**config.mk**
```make
export PLATFORM = sky130hd
export DESIGN_NAME = state_ram_writer
export DESIGN_NICKNAME = d
export VERILOG_FILES = /design/src/rtl/state_ram_pkg.sv /design/src/rtl/tile_addr_calc.sv /design/src/rtl/state_ram_writer.sv
export SDC_FILE = /design/constraint.sdc
export NUM_CORES = 1
export LEC_CHECK = 0
export BUFFER_PORTS_ARGS = -buffer_cell sky130_fd_sc_hd__buf_2
export CAP_MARGIN = 20
export CORE_MARGIN = 5
export CORE_UTILIZATION = 55
export CTS_CLUSTER_DIAMETER = 100
export DETAILED_ROUTE_END_ITERATION = 8
export PLACE_DENSITY = 0.83
export SLEW_MARGIN = 15
export SYNTH_ARGS = -nofsm -noshare
export SYNTH_HDL_FRONTEND = slang
export SYNTH_SLANG_ARGS = --single-unit
```
**constraint.sdc**
```tcl
create_clock -name clock -period 2.83 [get_ports clock]
set_clock_uncertainty 0.05 [all_clocks]
set_input_delay 0.283 -clock clock [delete_from_list [all_inputs] [get_ports clock]]
set_output_delay 0.283 -clock clock [all_outputs]
set_load 0.05 [all_outputs]
```
**src/rtl/state_ram_pkg.sv**
```systemverilog
// state_ram_pkg: grid geometry, command ops, tile word layout and writer FSM states
package state_ram_pkg;
   localparam int unsigned GRID_W = 26;
   localparam int unsigned GRID_H = 20;
   localparam int unsigned TILES  = GRID_W * GRID_H;
   typedef enum logic [1:0] {OP_WRITE_WORD, OP_SET_SPRITE1, OP_SET_SPRITE2, OP_CLEAR_ALL} cmd_op_t;
   typedef struct packed {
      logic [10:0] sprite2;
      logic [10:0] sprite1;
      logic [9:0]  attr;
   } tile_word_t;
   typedef enum logic [2:0] {IDLE, READ, WAIT, WRITE, CLEAR} state_t;
endpackage

```
**src/rtl/tile_addr_calc.sv**
```systemverilog
// tile_addr_calc: tile (x,y) to state RAM word address y*GRID_W+x, plus in-range flag
module tile_addr_calc
   import state_ram_pkg::*;
(
   input  logic [4:0] x,
   input  logic [4:0] y,
   output logic [9:0] addr,
   output logic       in_range
);
   assign addr     = {5'd0, y} * 10'(GRID_W) + {5'd0, x};
   assign in_range = (32'(x) < GRID_W) && (32'(y) < GRID_H);
endmodule

```
**src/rtl/state_ram_writer.sv**
```systemverilog
// state_ram_writer: tile state RAM write engine (word write, sprite RMW, full clear).
// STATE_RAM_WRITER_WRCOUNT_EN adds a saturating wr_count of ram_we cycles.
module state_ram_writer
   import state_ram_pkg::*;
#(
   parameter int          RAM_LATENCY = 1,
   parameter logic [31:0] CLEAR_WORD  = 32'h0
) (
   input  logic        clock,
   input  logic        reset_n,
   input  logic        cmd_valid,
   output logic        cmd_ready,
   input  logic [1:0]  cmd_op,
   input  logic [4:0]  cmd_tile_x,
   input  logic [4:0]  cmd_tile_y,
   input  logic [31:0] cmd_data,
   output logic [9:0]  ram_addr,
   output logic [31:0] ram_wdata,
   output logic        ram_we,
   input  logic [31:0] ram_rdata,
   output logic        busy,
   output logic        done,
`ifdef STATE_RAM_WRITER_WRCOUNT_EN
   output logic [15:0] wr_count,
`endif
   output logic        err_range
);
   localparam logic [9:0] LAST      = 10'(TILES - 1);
   localparam logic [1:0] WAIT_INIT = 2'(RAM_LATENCY - 1);
   state_t      state;
   cmd_op_t     op;
   logic [10:0] sprite;
   logic [1:0]  wait_cnt;
   logic [9:0]  addr;
   logic        in_range;
   tile_word_t  merged;
   tile_addr_calc u_addr (.x(cmd_tile_x), .y(cmd_tile_y), .addr(addr), .in_range(in_range));
   assign cmd_ready = state == IDLE;
   assign busy      = state != IDLE;
   always_comb begin
      merged = tile_word_t'(ram_rdata);
      if (op == OP_SET_SPRITE1) merged.sprite1 = sprite;
      else merged.sprite2 = sprite;
   end
   always_ff @(posedge clock or negedge reset_n)
      if (!reset_n) begin
         state     <= IDLE;
         op        <= OP_WRITE_WORD;
         sprite    <= '0;
         wait_cnt  <= '0;
         ram_addr  <= '0;
         ram_wdata <= '0;
         ram_we    <= 1'b0;
         done      <= 1'b0;
         err_range <= 1'b0;
      end else begin
         done      <= 1'b0;
         err_range <= 1'b0;
         case (state)
            IDLE: if (cmd_valid) begin
               op     <= cmd_op_t'(cmd_op);
               sprite <= cmd_data[10:0];
               if (cmd_op_t'(cmd_op) == OP_CLEAR_ALL) begin
                  state     <= CLEAR;
                  ram_addr  <= '0;
                  ram_wdata <= CLEAR_WORD;
                  ram_we    <= 1'b1;
               end else if (!in_range) err_range <= 1'b1;
               else if (cmd_op_t'(cmd_op) == OP_WRITE_WORD) begin
                  state     <= WRITE;
                  ram_addr  <= addr;
                  ram_wdata <= cmd_data;
                  ram_we    <= 1'b1;
               end else begin
                  state    <= READ;
                  ram_addr <= addr;
               end
            end
            READ: begin
               state    <= WAIT;
               wait_cnt <= WAIT_INIT;
            end
            // rdata for ram_addr is valid in the last WAIT cycle
            WAIT: if (wait_cnt == '0) begin
               state     <= WRITE;
               ram_wdata <= merged;
               ram_we    <= 1'b1;
            end else wait_cnt <= wait_cnt - 2'd1;
            WRITE: begin
               state  <= IDLE;
               ram_we <= 1'b0;
               done   <= 1'b1;
            end
            CLEAR: if (ram_addr == LAST) begin
               state  <= IDLE;
               ram_we <= 1'b0;
               done   <= 1'b1;
            end else ram_addr <= ram_addr + 10'd1;
            default: state <= IDLE;
         endcase
      end
`ifdef STATE_RAM_WRITER_WRCOUNT_EN
   always_ff @(posedge clock or negedge reset_n)
      if (!reset_n) wr_count <= '0;
      else if (ram_we && wr_count != 16'hFFFF) wr_count <= wr_count + 16'd1;
`endif
endmodule

```
Word level (Yosys, flattened, before mapping)
Index checks and enable logic that the tools add are counted.
{"block": "word_totals", "ff_bits": 63, "in_bits": 79, "output_inout_bits": 47, "word_cells": 79}
{"block": "op_classes", "order_cmp": 2, "n_eq_ne": 14, "multipliers": 1, "reduce_logical": 15, "n_addsub": 3, "n_mux": 35}
{"operator": "$mux W32", "n": 5}
{"operator": "$pmux W32 S2", "n": 1}
{"operator": "$mux W10", "n": 4}
{"operator": "$mux W11", "n": 2}
{"operator": "$pmux W10 S2", "n": 1}
{"operator": "$mux W3", "n": 5}
{"operator": "$pmux W3 S4", "n": 1}
{"operator": "$mux W1", "n": 11}
{"operator": "$add A10 B1 Y10 const B", "n": 1}
{"operator": "$add A10 B5 Y10", "n": 1}
{"operator": "$eq A10 B10 Y1 const B", "n": 1}
{"operator": "$lt A5 B5 Y1 const B", "n": 2}
{"operator": "$ne A2 B2 Y1 const B", "n": 5}
{"operator": "$mul A5 B4 Y9 const B", "n": 1}
{"operator": "$reduce_and A4 Y1", "n": 2}
{"operator": "$eq A3 B2 Y1 const B", "n": 2}
{"operator": "$ne A3 B1 Y1 const B", "n": 2}
{"operator": "$reduce_and A6 Y1", "n": 1}
{"operator": "$reduce_bool A2 Y1", "n": 3}
{"operator": "$reduce_and A5 Y1", "n": 1}
{"operator": "$logic_not A2 Y1", "n": 2}
{"operator": "$mux W2", "n": 2}
{"operator": "$pmux W1 S4", "n": 1}
{"operator": "$pmux W2 S2", "n": 1}
{"operator": "other kinds (11)", "n": 12}

Depth between registers and ports, before layout
{"block": "depth", "word_depth": 6, "mapped_depth": 10, "depth_no_buf": 10}

Modules after synthesis
A second synthesis with hierarchy kept.
{"block": "hier_totals", "cells_unflattened": 404, "area_unflattened_um2": 4038.9}
{"mod": "state_ram_writer", "instances": 1, "area_per_inst_um2": 3439.5, "cells_per_inst": 335, "seq_area_each_um2": 1576.5}
{"mod": "tile_addr_calc", "instances": 1, "area_per_inst_um2": 599.3, "cells_per_inst": 69, "seq_area_each_um2": 0.0}

Worst setup path before layout
OpenSTA, ideal clock, no wires.
{"block": "synth_timing", "path_type": "input to register", "from": "input port cmd_tile_y[1]", "to": "register ram_addr[9]", "required_ns": 2.676, "slack_ns": 0.146, "setup_ns": 0.104, "arrival_ns": 2.531, "path_buffers": 0, "stages": 9, "path_cell_list": "ha_1 > fa_1 > fa_1 > a21o_1 > a21oi_1 > xnor2_1 > nand3_1 > xnor3_1 > o311ai_1"}
{"block": "synth_via", "elab_chain_len": 6, "elab_cells_between_ends": 10, "classes_between": "add/sub: 1; mul: 1; order compare: 1; eq/ne: 1; mux: 4; reduce/logical: 2"}
{"item": "from (decl)", "line": "state_ram_writer.sv:15", "source": "input logic [4:0] cmd_tile_y,"}
{"item": "$mul A5 B4 Y9", "line": "tile_addr_calc.sv:10", "source": "assign addr = {5'd0, y} * 10'(GRID_W) + {5'd0, x};"}
{"item": "$add A10 B5 Y10", "line": "tile_addr_calc.sv:10"}
{"item": "$mux W10", "line": "state_ram_writer.sv:68", "source": "end else if (!in_range) err_range <= 1'b1;"}
{"item": "$mux W10", "line": "state_ram_writer.sv:63", "source": "if (cmd_op_t'(cmd_op) == OP_CLEAR_ALL) begin"}
{"item": "$mux W10", "line": "state_ram_writer.sv:60", "source": "IDLE: if (cmd_valid) begin"}
{"item": "$pmux W10 S2", "line": "state_ram_writer.sv:59", "source": "case (state)"}
{"item": "to (signal assigned)", "line": "state_ram_writer.sv:71", "source": "ram_addr <= addr;"}
{"item": "to (signal assigned)", "line": "state_ram_writer.sv:76", "source": "ram_addr <= addr;"}
{"item": "to (signal assigned)", "line": "state_ram_writer.sv:98", "source": "end else ram_addr <= ram_addr + 10'd1;"}
{"item": "to (decl)", "line": "state_ram_writer.sv:17", "source": "output logic [9:0] ram_addr,"}
Several ways; a longest one is shown, not always the timed one. The select of a mux whose other input is x is not followed.
A chain may end at the register's enable or synchronous reset.

Worst setup path after layout
Same ends and word-level chain as after synthesis.

==> results by group <==
Synthesis
  • Distinct cell type count after synthesis: 51
  • Area contributors post-synth: dfrtp_1 (41%), nand2_1 (8.8%), ha_1 (6.5%), a21oi_1 (6.0%), o21ai_0 (6.0%)
  • Post-synth top area share: 0.4084
  • Syn Inst Count: 442
  • Post-synthesis area per instance: 8.733 um^2
  • Post-synth top area cell: dfrtp_1
  • Post-synth ARST share: 1.000
  • Commonest cells post-synth: nand2_1 (90), dfrtp_1 (63), a21oi_1 (46), o21ai_0 (46), a31oi_1 (26)
  • Syn. warnings: 0
  • Synthesized Nets: 544
  • Number of synthesized register bits: 63
  • Register area share after synthesis: 0.4084
  • Cell with the most instances after synthesis: nand2_1
  • Top_reg_cell synth: dfrtp_1
  • Number of synthesized flops with an enable pin: 0
  • Synth Cell Area: 3860 um^2

Layout
  • Area of the multi-input gates: 2106 um^2
  • N_diodes: 0
  • Layout Nets: 660
  • FF+latch area: 1577 um^2
  • Layout area overhead: 22.11%
  • # fillers: 573
  • Share of cells above drive strength 1: 0.3020

STA
  • Tmin final: 2.654 ns
  • Setup TNS: 0 ns
  • Setup WS post-layout: 0.1758 ns
  • Fmax: 376.8 MHz
  • # setup viols final: 0
  • Slew HR: 0.4837
  • Worst-Margin Slew: 0.7745 ns
  • Hold Fails Final Rpt: 0
  • RSZ-0062 raised after global routing: false
  • Crit share post-route: 0.9379
  • Slew Limit Fails: 0

Worst hold path
  • WHS Path Cells: 2
  • Worst Hold End: sprite[6]
  • HP Class: in -> reg
  • Min-Delay Startpoint: cmd_data[6]

Die
  • Die H: 93.78 um
  • Row count: 30
  • Die area: 8794 um^2
  • Starting Density: 0.5681
  • I/O Pins: 126
  • Core Area: 6794 um^2
  • Die Width: 93.78 um

Clocking
  • H-tree levels: 3
  • Clock Path Buffers: 2
  • Sink Count: 63
  • Total CTS buffers: 9
  • Clk Latency, worst-skew pair: 0.33 ns
  • Root buffer cell: clkbuf_8
  • Resized cells post-CTS: 0
  • CTS tree: built
  • CTS clk-pin slew, worst paths: 0.07 ns

Power and ir drop
  • Sw Ratio: 0.5246
  • Sw Pwr: 0.002811 W
  • Worst VDD drop: 0.6334 mV
  • Logic pwr share: 0.569
  • Sequential power share: 0.301
  • Cell area power density: 1137 nW/um^2
  • Static Leakage: 2.368 nW
  • Cell-internal power: 0.002548 W
  • Clk pwr share: 0.130

Job
  • Max Cap Viol: 0

Place
  • HPWL after DPL: 8.024 mm
  • I/O Buffers: 125
  • GPL Wtd Cong: 0.8948
  • Post-Place Setup Slack: -0.1522 ns

GRT
  • Tot GR Track Use: 0.2437
  • Initial antenna violation count: 0
  • First-pass GRT wire length: 17.07 mm
  • Largest net degree at the start of global routing: 65
  • GRT Residual Overflow: 0
  • Vias in the first global route: 3576

Worst setup path
  • Critical path arrival: 2.84 ns
  • FF-to-FF setup slack: 0.56 ns
  • R2R Path End: ram_wdata[5]
  • Crit end category: register
  • WP data required: 3.01 ns
  • CP startpoint kind: input pin
  • Reg2reg path depth: 6
  • Type of the worst setup path: in -> reg
  • CP max FO: 3
  • R2R Path Start: state[2]

Detailed routing
  • DR vias: 3720
  • Initial DRC Count: 200
  • Met2 WL: 5.142 mm
  • WL per Instance: 16.13 um
  • Top sig layer: met4
  • First-pass DRT Iterations: 4
  • DRT antenna net count: 0
  • Met3 WL: 795 um
  • WL met1: 4.372 mm
  • DRC: 0
  • Drt total wl: 10.63 mm
  • Routed vias/inst: 5.645

Run status
  • Status: finished, final reports clean
## metrics by stage
stage	instance area [um^2]	hold WS, ns	power (W)	std cells	util
after floorplan	3860	-0.06259	0.003986	442	-
after global placement	4527	0.3035	0.004581	642	0.6663
after detailed placement	4527	0.3082	0.004672	642	0.6663
after CTS	4713	0.1357	0.005372	659	0.6937
after global routing	4713	0.1497	0.005721	659	0.6937
final	4713	0.1467	0.005359	659	0.6937
## worst max-delay path by stage
stage / end / depth (start not counted) / from
final: ram_addr[9] / 10 / cmd_tile_y[1]
after global routing: ram_addr[9] / 10 / cmd_tile_y[1]
after CTS: ram_addr[9] / 10 / cmd_tile_y[1]
after detailed placement: ram_addr[9] / 10 / cmd_tile_y[1]
after global placement: ram_addr[8] / 11 / cmd_tile_y[1]
after floorplan: ram_addr[9] / 9 / cmd_tile_y[1]
## logic make-up after synthesis
group | count (synthesis) | share of synthesized area
AOI/OAI and AO/OA | 147 | 0.2217
buffers and inverters | 35 | 0.04603
adders and majority gates | 23 | 0.08039
xor gates and xnor gates | 9 | 0.02398
DFF | 63 | 0.4084
muxes | 13 | 0.03793
and+or+nand+nor | 152 | 0.1815
## layer usage
| layer | vias to the layer above | GRT usage |
|---|---|---|
| met2 | 163 | 0.3956 |
| met1 | 1730 | 0.3112 |
| met5 | - | 0 |
| met4 | 0 | 0.1047 |
| met3 | 29 | 0.05609 |
| li1 | 1798 | - |
## power groups by stage
stage	Combinational, W	Sequential [W]	Clock [W]
6_report	0.00305	0.00161	0.000697
5_1_grt	0.00331	0.00166	0.000753
3_3_place_gp	0.00297	0.00161	0
2_1_floorplan	0.00156	0.00243	0
4_1_cts	0.00306	0.00161	0.000707
3_5_place_dp	0.00305	0.00162	0
## critical path, stage by stage
cell and delay [ns]:
buf_2 0.12, ha_1 0.32, fa_1 0.53, ha_1 0.34, a211oi_2 0.08, nor3b_1 0.40
o21a_1 0.17, nor2_1 0.05, xnor3_1 0.32, o311ai_1 0.22
## state kept, by name, indices dropped and copies added, names as in the netlist
signal and count:
ram_we 1, ram_addr 10, op 2, state 3, ram_wdata 32, wait_cnt 2, sprite 11, err_range 1
done 1
## final cells by class
class | instances | area share
Multi-Input combinational cell | 344 | 0.4468
Sequential cell | 63 | 0.3345
Timing Repair Buffer | 135 | 0.1518
Clock buffer | 13 | 0.03371
Tap cell | 96 | 0.02548
Inverter | 5 | 0.003982
Clock inverter | 3 | 0.003716
## cells in the final DEF, fill, tap and decap left out, types with 2 or more instances in the layout
cell type  Yosys  layout
nand3_1        4       4
nor3b_1        4       4
a22oi_1        2       2
mux2_2        13      13
xor2_1         4       4
a22o_1         4       4
nor2b_1        2       2
nand4_1        2       2
a21o_1         3       3
and3_1        13      13
fa_1           3       3
and2_1         6       6
o21ai_1        5       5
nor2_1        19      19
o21a_1         2       2
ha_1          20      20
clkbuf_8       0      11
xnor2_1        4       4
a31oi_1       26      26
a21oi_1       46      46
buf_4          5       8
nor3_1         4       4
o21ai_0       46      46
nand2_1       90      90
clkbuf_1      18       2
dfrtp_1       63      63
inv_1          4       4
buf_2          2     125
nand2b_1       2       2
clkinv_2       0       2
## timing repair
action / in CTS / in global routing
endpoints found under the hold margin: 28 / 0
hold buffers: 1 / 0
setup buffers: 0 / 0
Note: power is estimated with default switching activity, not from simulation.
